## config.mk

```make
export PLATFORM = sky130hd
export DESIGN_NAME = axi_sram_slave
export DESIGN_NICKNAME = d
export VERILOG_FILES = /design/src/rtl/axi_sram_slave.sv
export SDC_FILE = /design/constraint.sdc
export NUM_CORES = 1
export LEC_CHECK = 0
export BUFFER_PORTS_ARGS = -buffer_cell sky130_fd_sc_hd__buf_2
export CORE_AREA = 3 3 109 111
export CTS_CLUSTER_SIZE = 16
export DETAILED_ROUTE_END_ITERATION = 10
export DIE_AREA = 0 0 112 114
export PLACE_DENSITY = 0.69
export SLEW_MARGIN = 15
export SYNTH_ARGS = -nofsm -noshare
export SYNTH_HDL_FRONTEND = slang
export SYNTH_SLANG_ARGS = --single-unit
```

## constraint.sdc

```tcl
create_clock -name clk -period 2.3 [get_ports clk]
set_clock_uncertainty 0.05 [all_clocks]
set_input_delay 0.23 -clock clk [delete_from_list [all_inputs] [get_ports clk]]
set_output_delay 0.23 -clock clk [all_outputs]
set_load 0.02 [all_outputs]
```

## src/rtl/axi_sram_slave.sv

```systemverilog
// axi_sram_slave: AXI4 slave that serves single-ID bursts from a 1-port synchronous SRAM.
// It handles one transaction at a time. AW and AR are arbitrated round-robin.
// Reads take two cycles per beat (request, then data). Writes go to the SRAM in the same
// cycle as the W handshake.
module axi_sram_slave #(
    parameter int ID_W    = 8,
    parameter int SRAM_AW = 14
) (
    input  logic               clk,
    input  logic               rst,
    // write address channel
    input  logic [ID_W-1:0]    awid,
    input  logic [31:0]        awaddr,
    input  logic [3:0]         awlen,
    input  logic [2:0]         awsize,
    input  logic [1:0]         awburst,
    input  logic               awvalid,
    output logic               awready,
    // write data channel
    input  logic [31:0]        wdata,
    input  logic [3:0]         wstrb,
    input  logic               wlast,
    input  logic               wvalid,
    output logic               wready,
    // write response channel
    output logic [ID_W-1:0]    bid,
    output logic [1:0]         bresp,
    output logic               bvalid,
    input  logic               bready,
    // read address channel
    input  logic [ID_W-1:0]    arid,
    input  logic [31:0]        araddr,
    input  logic [3:0]         arlen,
    input  logic [2:0]         arsize,
    input  logic [1:0]         arburst,
    input  logic               arvalid,
    output logic               arready,
    // read data channel
    output logic [ID_W-1:0]    rid,
    output logic [31:0]        rdata,
    output logic [1:0]         rresp,
    output logic               rlast,
    output logic               rvalid,
    input  logic               rready,
    // SRAM port
    output logic               sram_cs,
    output logic               sram_oe,
    output logic [3:0]         sram_web,
    output logic [SRAM_AW-1:0] sram_a,
    output logic [31:0]        sram_di,
    input  logic [31:0]        sram_do
);

    localparam logic [2:0] S_IDLE    = 3'd0;
    localparam logic [2:0] S_RD_REQ  = 3'd1;
    localparam logic [2:0] S_RD_DATA = 3'd2;
    localparam logic [2:0] S_WR      = 3'd3;
    localparam logic [2:0] S_WB      = 3'd4;

    localparam logic PRIO_WRITE = 1'b0;
    localparam logic PRIO_READ  = 1'b1;

    localparam logic [1:0] RESP_OKAY   = 2'b00;
    localparam logic [1:0] RESP_SLVERR = 2'b10;

    logic [2:0]         state_q;
    logic [2:0]         state_d;
    logic               prio_q;
    logic [ID_W-1:0]    id_q;
    logic [SRAM_AW-1:0] addr_q;
    logic [SRAM_AW-1:0] addr_next;
    logic [3:0]         len_q;
    logic [3:0]         cnt_q;
    logic               fixed_q;
    logic               err_q;

    // sram_do is valid during the cycle after RD_REQ. rd_vld_p1 marks that cycle, and
    // rdata_p1 keeps the word so the R beat stays stable under backpressure.
    logic               rd_vld_p1;
    logic [31:0]        rdata_p1;

    logic aw_fire;
    logic ar_fire;
    logic w_fire;
    logic r_fire;
    logic b_fire;
    logic last_beat;

    // Size and sub-word/high address bits have no effect on a 32-bit word SRAM.
    logic unused_bits;
    assign unused_bits = ^{awsize, arsize,
                           awaddr[31:SRAM_AW+2], awaddr[1:0],
                           araddr[31:SRAM_AW+2], araddr[1:0]};

    assign last_beat = (cnt_q == len_q);

    // FIXED bursts revisit the same word. INCR wraps within the SRAM word space.
    assign addr_next = fixed_q ? addr_q : addr_q + SRAM_AW'(1);

    // Address-channel readiness in IDLE. When both AW and AR are valid, only the
    // channel that holds priority is offered ready.
    always_comb begin
        awready = 1'b0;
        arready = 1'b0;
        if (!rst && state_q == S_IDLE) begin
            awready = ~(arvalid & (prio_q == PRIO_READ));
            arready = ~(awvalid & (prio_q == PRIO_WRITE));
        end
    end

    assign aw_fire = awvalid & awready;
    assign ar_fire = arvalid & arready;
    assign wready  = (state_q == S_WR);
    assign w_fire  = wvalid & wready;
    assign rvalid  = (state_q == S_RD_DATA);
    assign r_fire  = rvalid & rready;
    assign bvalid  = (state_q == S_WB);
    assign b_fire  = bvalid & bready;

    // Next-state logic for the transaction FSM.
    always_comb begin
        state_d = state_q;
        case (state_q)
            S_IDLE: begin
                if (aw_fire) begin
                    state_d = S_WR;
                end else if (ar_fire) begin
                    state_d = S_RD_REQ;
                end
            end
            S_RD_REQ:  state_d = S_RD_DATA;
            S_RD_DATA: begin
                if (r_fire) begin
                    state_d = last_beat ? S_IDLE : S_RD_REQ;
                end
            end
            S_WR: begin
                if (w_fire && last_beat) begin
                    state_d = S_WB;
                end
            end
            S_WB: begin
                if (b_fire) begin
                    state_d = S_IDLE;
                end
            end
            default: state_d = S_IDLE;
        endcase
    end

    // FSM state, arbitration priority and the latched burst context.
    always_ff @(posedge clk) begin
        if (rst) begin
            state_q <= S_IDLE;
            prio_q  <= PRIO_WRITE;
            id_q    <= '0;
            addr_q  <= '0;
            len_q   <= '0;
            cnt_q   <= '0;
            fixed_q <= 1'b0;
            err_q   <= 1'b0;
        end else begin
            state_q <= state_d;
            if (aw_fire || ar_fire) begin
                prio_q <= ~prio_q;
            end
            if (aw_fire) begin
                id_q    <= awid;
                addr_q  <= awaddr[SRAM_AW+1:2];
                len_q   <= awlen;
                fixed_q <= (awburst == 2'b00);
                cnt_q   <= '0;
                err_q   <= 1'b0;
            end else if (ar_fire) begin
                id_q    <= arid;
                addr_q  <= araddr[SRAM_AW+1:2];
                len_q   <= arlen;
                fixed_q <= (arburst == 2'b00);
                cnt_q   <= '0;
            end
            // A wlast that disagrees with the beat count is flagged. It does not end the burst.
            if (w_fire) begin
                err_q <= err_q | (wlast != last_beat);
                if (!last_beat) begin
                    cnt_q  <= cnt_q + 4'd1;
                    addr_q <= addr_next;
                end
            end
            if (r_fire && !last_beat) begin
                cnt_q  <= cnt_q + 4'd1;
                addr_q <= addr_next;
            end
        end
    end

    // Read-data stage: mark the cycle where sram_do is valid and capture it for holding.
    always_ff @(posedge clk) begin
        if (rst) begin
            rd_vld_p1 <= 1'b0;
            rdata_p1  <= '0;
        end else begin
            rd_vld_p1 <= (state_q == S_RD_REQ);
            if (rd_vld_p1) begin
                rdata_p1 <= sram_do;
            end
        end
    end

    assign rdata = rd_vld_p1 ? sram_do : rdata_p1;
    assign rid   = id_q;
    assign rresp = RESP_OKAY;
    assign rlast = (state_q == S_RD_DATA) & last_beat;
    assign bid   = id_q;
    assign bresp = (state_q == S_WB && err_q) ? RESP_SLVERR : RESP_OKAY;

    assign sram_cs  = (state_q == S_RD_REQ) | w_fire;
    assign sram_oe  = (state_q == S_RD_REQ);
    assign sram_web = w_fire ? wstrb : 4'b0000;
    assign sram_a   = addr_q;
    assign sram_di  = w_fire ? wdata : 32'h0;

endmodule

```

# After elaboration in Yosys (flattened, before gate mapping)
# Index checks and enable logic that the tools add are counted.
dict set report totals {
  regBits 69
  inputBits 174
  out_inout_bits 110
  elab_cells 80
}
dict set report op_classes {
  add_sub_neg 2
  n_eq_ne 10
  muxes 32
  bitwise_logic 13
  reduce_logical 13
}
# op count
set op_table {}
lappend op_table {{$mux 14} 6}
lappend op_table {{$mux 32} 2}
lappend op_table {{$mux 4} 8}
lappend op_table {{$mux 8} 2}
lappend op_table {{$mux 3} 5}
lappend op_table {{$pmux 3 s5} 1}
lappend op_table {{$add 14x1->14 const B} 1}
lappend op_table {{$and 1x1->1} 8}
lappend op_table {{$mux 1} 7}
lappend op_table {{$eq 3x2->1 const B} 2}
lappend op_table {{$ne 2x1->1 const B} 3}
lappend op_table {{$add 4x1->4 const B} 1}
lappend op_table {{$eq 4x4->1} 1}
lappend op_table {{$logic_and 1x1->1} 4}
lappend op_table {{$logic_not 2->1} 2}
lappend op_table {{$reduce_and 4->1} 1}
lappend op_table {{$reduce_bool 2->1} 2}
lappend op_table {{$eq 3x1->1 const B} 1}
lappend op_table {{$eq 3x3->1 const B} 1}
lappend op_table {{$logic_not 3->1} 1}
lappend op_table {{$ne 3x3->1 const B} 1}
lappend op_table {{$not 1->1} 3}
lappend op_table {{$logic_not 1->1} 2}
lappend op_table {{$mux 2} 1}
lappend op_table {{other kinds (3)} 4}

# Longest topological paths before layout
dict set report logic_depth {
  ltp_word 10
  depth_mapped 8
  mapped_depth_nobuf 6
}

# Worst setup path after synthesis
# Ideal clock, no wire load.
dict set report synth_path {
  path_kind {register to register}
  startpoint {register addr_q[0] (netlist: sram_a[0])}
  endpoint {register addr_q[8] (netlist: sram_a[8])}
  setup_time_ns 0.062
  arrival_ns 1.755
  required_ns 2.188
  slack_ns 0.433
  path_stages_with_launch 6
  n_path_buf 0
  period_less_slack_ns 1.867
  path_cell_list {dfxtp_1 > ha_1 > and3b_1 > or3b_1 > or4_1 > nand3_1}
}
dict set report synth_via {
  elab_chain_len 5
}
# item line
set synth_lines {}
lappend synth_lines {{from (decl)} 70} ;# logic [SRAM_AW-1:0] addr_q;
lappend synth_lines {{from (signal assigned)} 169} ;# addr_q <= awaddr[SRAM_AW+1:2];
lappend synth_lines {{from (signal assigned)} 176} ;# addr_q <= araddr[SRAM_AW+1:2];
lappend synth_lines {{from (signal assigned)} 186} ;# addr_q <= addr_next;
lappend synth_lines {{$add 14x1->14 *} 98} ;# assign addr_next = fixed_q ? addr_q : addr_q + SRAM_AW'(1);
lappend synth_lines {{$mux 14 *} 98}
lappend synth_lines {{$mux 14} 184} ;# if (!last_beat) begin
lappend synth_lines {{$mux 14} 182} ;# if (w_fire) begin
lappend synth_lines {{$mux 14 *} 189} ;# if (r_fire && !last_beat) begin
# Mark *: on every way between the ends. The rest lies on a longest branch, timed or not.
# A chain may end at the register's enable or synchronous reset.

# Worst setup path after layout
dict set report layout_path {
  startpoint {register state_q[2]}
  endpoint {output sram_di[10]}
}
dict set report layout_via {
  elab_chain_len 3
}
# item line
set layout_lines {}
lappend layout_lines {{from (decl)} 66} ;# logic [2:0] state_q;
lappend layout_lines {{from (signal assigned)} 163} ;# state_q <= state_d;
lappend layout_lines {{$eq 3x2->1} 113} ;# assign wready = (state_q == S_WR);
lappend layout_lines {{$and 1x1->1} 114} ;# assign w_fire = wvalid & wready;
lappend layout_lines {{$mux 32} 220} ;# assign sram_di = w_fire ? wdata : 32'h0;
lappend layout_lines {{to (decl)} 50} ;# output logic [31:0] sram_di,
# Every way passes these cells.

==> out/metrics.yaml <==
run_status:
  status: "finished, final reports clean"
grt:
  grt_overflow: 0
  use_met3: 0.0424
  use_met1: 0.235
  grt.busiest_layer: "met2"
  grt_max_degree: 43
  grt_pass1_vias: 3785
  antenna_found_initial: 0
  grt_first_pass_wirelength_mm: 19.0
  grt_util_all_layers: 0.181
  met2_usage: 0.299
worst_setup_path:
  worstPathMaxFanout: 22
  arrival_ns: 1.85
  cp-start-kind: "flip-flop"
  critPathSlowestCell: "dfxtp_1"
  crit_path_end_kind: "output pin"
  r2r-end: "sram_a[6]"
  path_class: "flip-flop to output pin"
  ff2ff_path_depth: 6
  cp_slowest_stage_delay_ns: 0.43
  cp_num_buf_inv: 2
  cp.required_ns: 2.02
  crit_family: "simple AND/OR/NAND/NOR gates"
  r2r-start: "state_q[0]"
  crit_path_cell_trace: "and2b_1, and3_2, buf_4, and2_1, buf_2"
  ff2ff_setup_slack_ns: 0.37
layout:
  fill_cells: 1093
  final_cells: 790
  final_util: 0.478
  antennaDiodeCount: 0
  synthToLayoutAreaGrowth_pct: 38.4
  drive_above_1_share: 0.474
  nNetsFinal: 821
  final_cell_mix: "buf_2, and2_1, dfxtp_1, nor2_1, nand2_1"
  mostFrequentLayoutCell: "buf_2"
floorplanning:
  start_util: 0.345
  die_w_um: 112
  rows: 38
  dieArea_sq_mm: 0.0128
  die_h_um: 114
  io_pins: 284
  core_area_sq_mm: 0.0109
hold_path:
  worstHoldEndpoint: "bid[4]"
  worstHoldStart: "awid[4]"
  hp-class: "input pin to flip-flop"
  hold_depth: 3
sta:
  max_slew.worst_pin.slew_ns: 1.02
  finalMaxSlewViolations: 0
  setup_tns_ns: 0
  post-route-min-period_ns: 2.13
  setup_viol: 0
  slew_headroom: 0.317
  timing.final.crit_share: 0.926
  hold_viol_final: 0
  fmax_ghz: 0.470
  setup_ws_ns: 0.170
  rsz0062_at_grt: "no"
routing:
  drt_first_iter_violations: 273
  drt-pass1-iter-count: 7
  antenna_left: 0
  routedWlPerCell_um: 15.0
  drt_wl_total_mm: 11.9
  dr_total_vias: 3932
  routed_via_density: 4.98
  post-route-drc-count: 0
clocking:
  clock-sinks: 69
  path_clk_slew_ns: 0.09
  htree_levels: 3
  clk_latency_ns: 0.34
  cts_buffers: 9
  root_buffer: "clkbuf_8"
  cts_buffer_depth: 2
  hold_buffers: 0
  cts_tree: "built"
flow_run:
  cap_violations: 0
power:
  power.total_mw: 3.83
  ir_drop_mv: 0.390
  power_density_mw_per_mm2: 735
  p_leak_nw: 2.63
synth:
  synthCells: 425
  ys_ff_latch: 69
  synth_warnings: 0
  postSynthAreaPerCell_sq_um: 8.85
  netlist_area_sq_mm: 0.00376
  synthArstFlopShare: 0
  synth-edff-count: 0
  synth_cell_types: 55
  yosysSeqAreaShare: 0.367
  synth_top_flop_cell: "dfxtp_1"
placement:
  dpl_worst_slack_ns: 0.225
  place_inst: 774
  gp_congestion: 0.790
  port_buffers: 238
  hpwl_mm: 9.19
-- stage by stage --
step	hold WS, ns	cell area, sq um
after floorplan	0.339	3770
after global placement	0.437	4990
after detailed placement	0.452	4990
after CTS	0.0728	5200
after global routing	0.0808	5200
final	0.0897	5200
-- cells in the mapped netlist (4+ instances only) --
| master | n | share of area |
|---|---|---|
| buf_6 | 4 | 0.012 |
| nand3_1 | 11 | 0.015 |
| dfxtp_1 | 69 | 0.37 |
| nand4_1 | 7 | 0.012 |
| nand2b_1 | 4 | 0.0067 |
| o21ai_0 | 5 | 0.0067 |
| nor2_1 | 35 | 0.035 |
| nand2_1 | 35 | 0.035 |
| a311oi_1 | 12 | 0.028 |
| and3_1 | 4 | 0.0067 |
| buf_2 | 7 | 0.0093 |
| a211oi_1 | 9 | 0.018 |
| a32oi_1 | 4 | 0.0093 |
| buf_4 | 11 | 0.022 |
| inv_1 | 5 | 0.0050 |
| and2_1 | 72 | 0.12 |
| clkbuf_1 | 17 | 0.017 |
| nor3_1 | 6 | 0.0080 |
| a222oi_1 | 7 | 0.019 |
| xor2_1 | 5 | 0.012 |
| a21oi_1 | 5 | 0.0067 |
| xnor2_1 | 10 | 0.023 |
| a32o_1 | 4 | 0.011 |
| mux2_2 | 33 | 0.099 |
-- power breakdown --
group	leakage, nW	total (mW)	switching, mW	internal, mW
sequential	0.563	1.47	0.137	1.33
clock	0.103	1.04	0.497	0.538
combinational	1.97	1.32	0.768	0.552
total	2.63	3.83	1.40	2.42
-- cell families after synthesis --
| logic type | after synthesis | share of synthesized area |
|---|---|---|
| other | 1 | 0.000997 |
| buffers and inverters | 48 | 0.0695 |
| DFF | 69 | 0.367 |
| and+or+nand+nor | 193 | 0.282 |
| AOI/OAI and AO/OA | 63 | 0.135 |
| adders and majority gates | 2 | 0.00665 |
| muxes | 33 | 0.0988 |
| xor gates and xnor gates | 16 | 0.0393 |
-- worst register-to-register path: cells and delay by family, from the launching register on --
family	cells	cell delay [ns]
flip-flops	1	0.41
AND/OR/NAND/NOR	2	0.51
buffers and inverters	2	0.46
AO/OA/AOI/OAI	2	0.42
-- layer usage --
metal,vias to the layer above,part of all wire
li1,1923,-
met1,1813,0.44
met2,180,0.46
met3,16,0.077
met4,0,0.015
met5,-,0
-- registers in the layout (all words and copies together) (netlist names) --
signal,cells
cnt_q,4
state_q,3
len_q,4
bid,8
fixed_q,1
rdata_p1,32
sram_a,14
prio_q,1
err_q,1
rd_vld_p1,1
-- how the worst max path moves through the flow --
stage / slack [ns] / cells after the start / from / end
2_1_floorplan: 0.43 / 5 / sram_a[0] / sram_a[8]
3_3_place_gp: 0.28 / 5 / state_q[1] / sram_di[18]
3_5_place_dp: 0.23 / 5 / state_q[1] / sram_di[10]
4_1_cts: 0.03 / 5 / state_q[1] / sram_di[6]
5_1_grt: 0.05 / 5 / state_q[1] / sram_di[10]
6_report: 0.17 / 5 / state_q[2] / sram_di[10]
-- timing repair --
item	in CTS	in global routing
resized for setup	1	1
buffers inserted	0	0
endpoints found under the setup margin	20	19
-- cell type report --
class                   instances  area (sq um)  share of cell area
multi-input cells             310          2130               0.409
clock inverters                 6          68.8              0.0132
flip-flops and latches         69          1380               0.266
repair buffers                250          1290               0.249
clock buffers                  10           138              0.0265
well taps                     140           175              0.0337
inverters                       5          18.8             0.00361
Note: power is estimated with default switching activity, not from simulation.
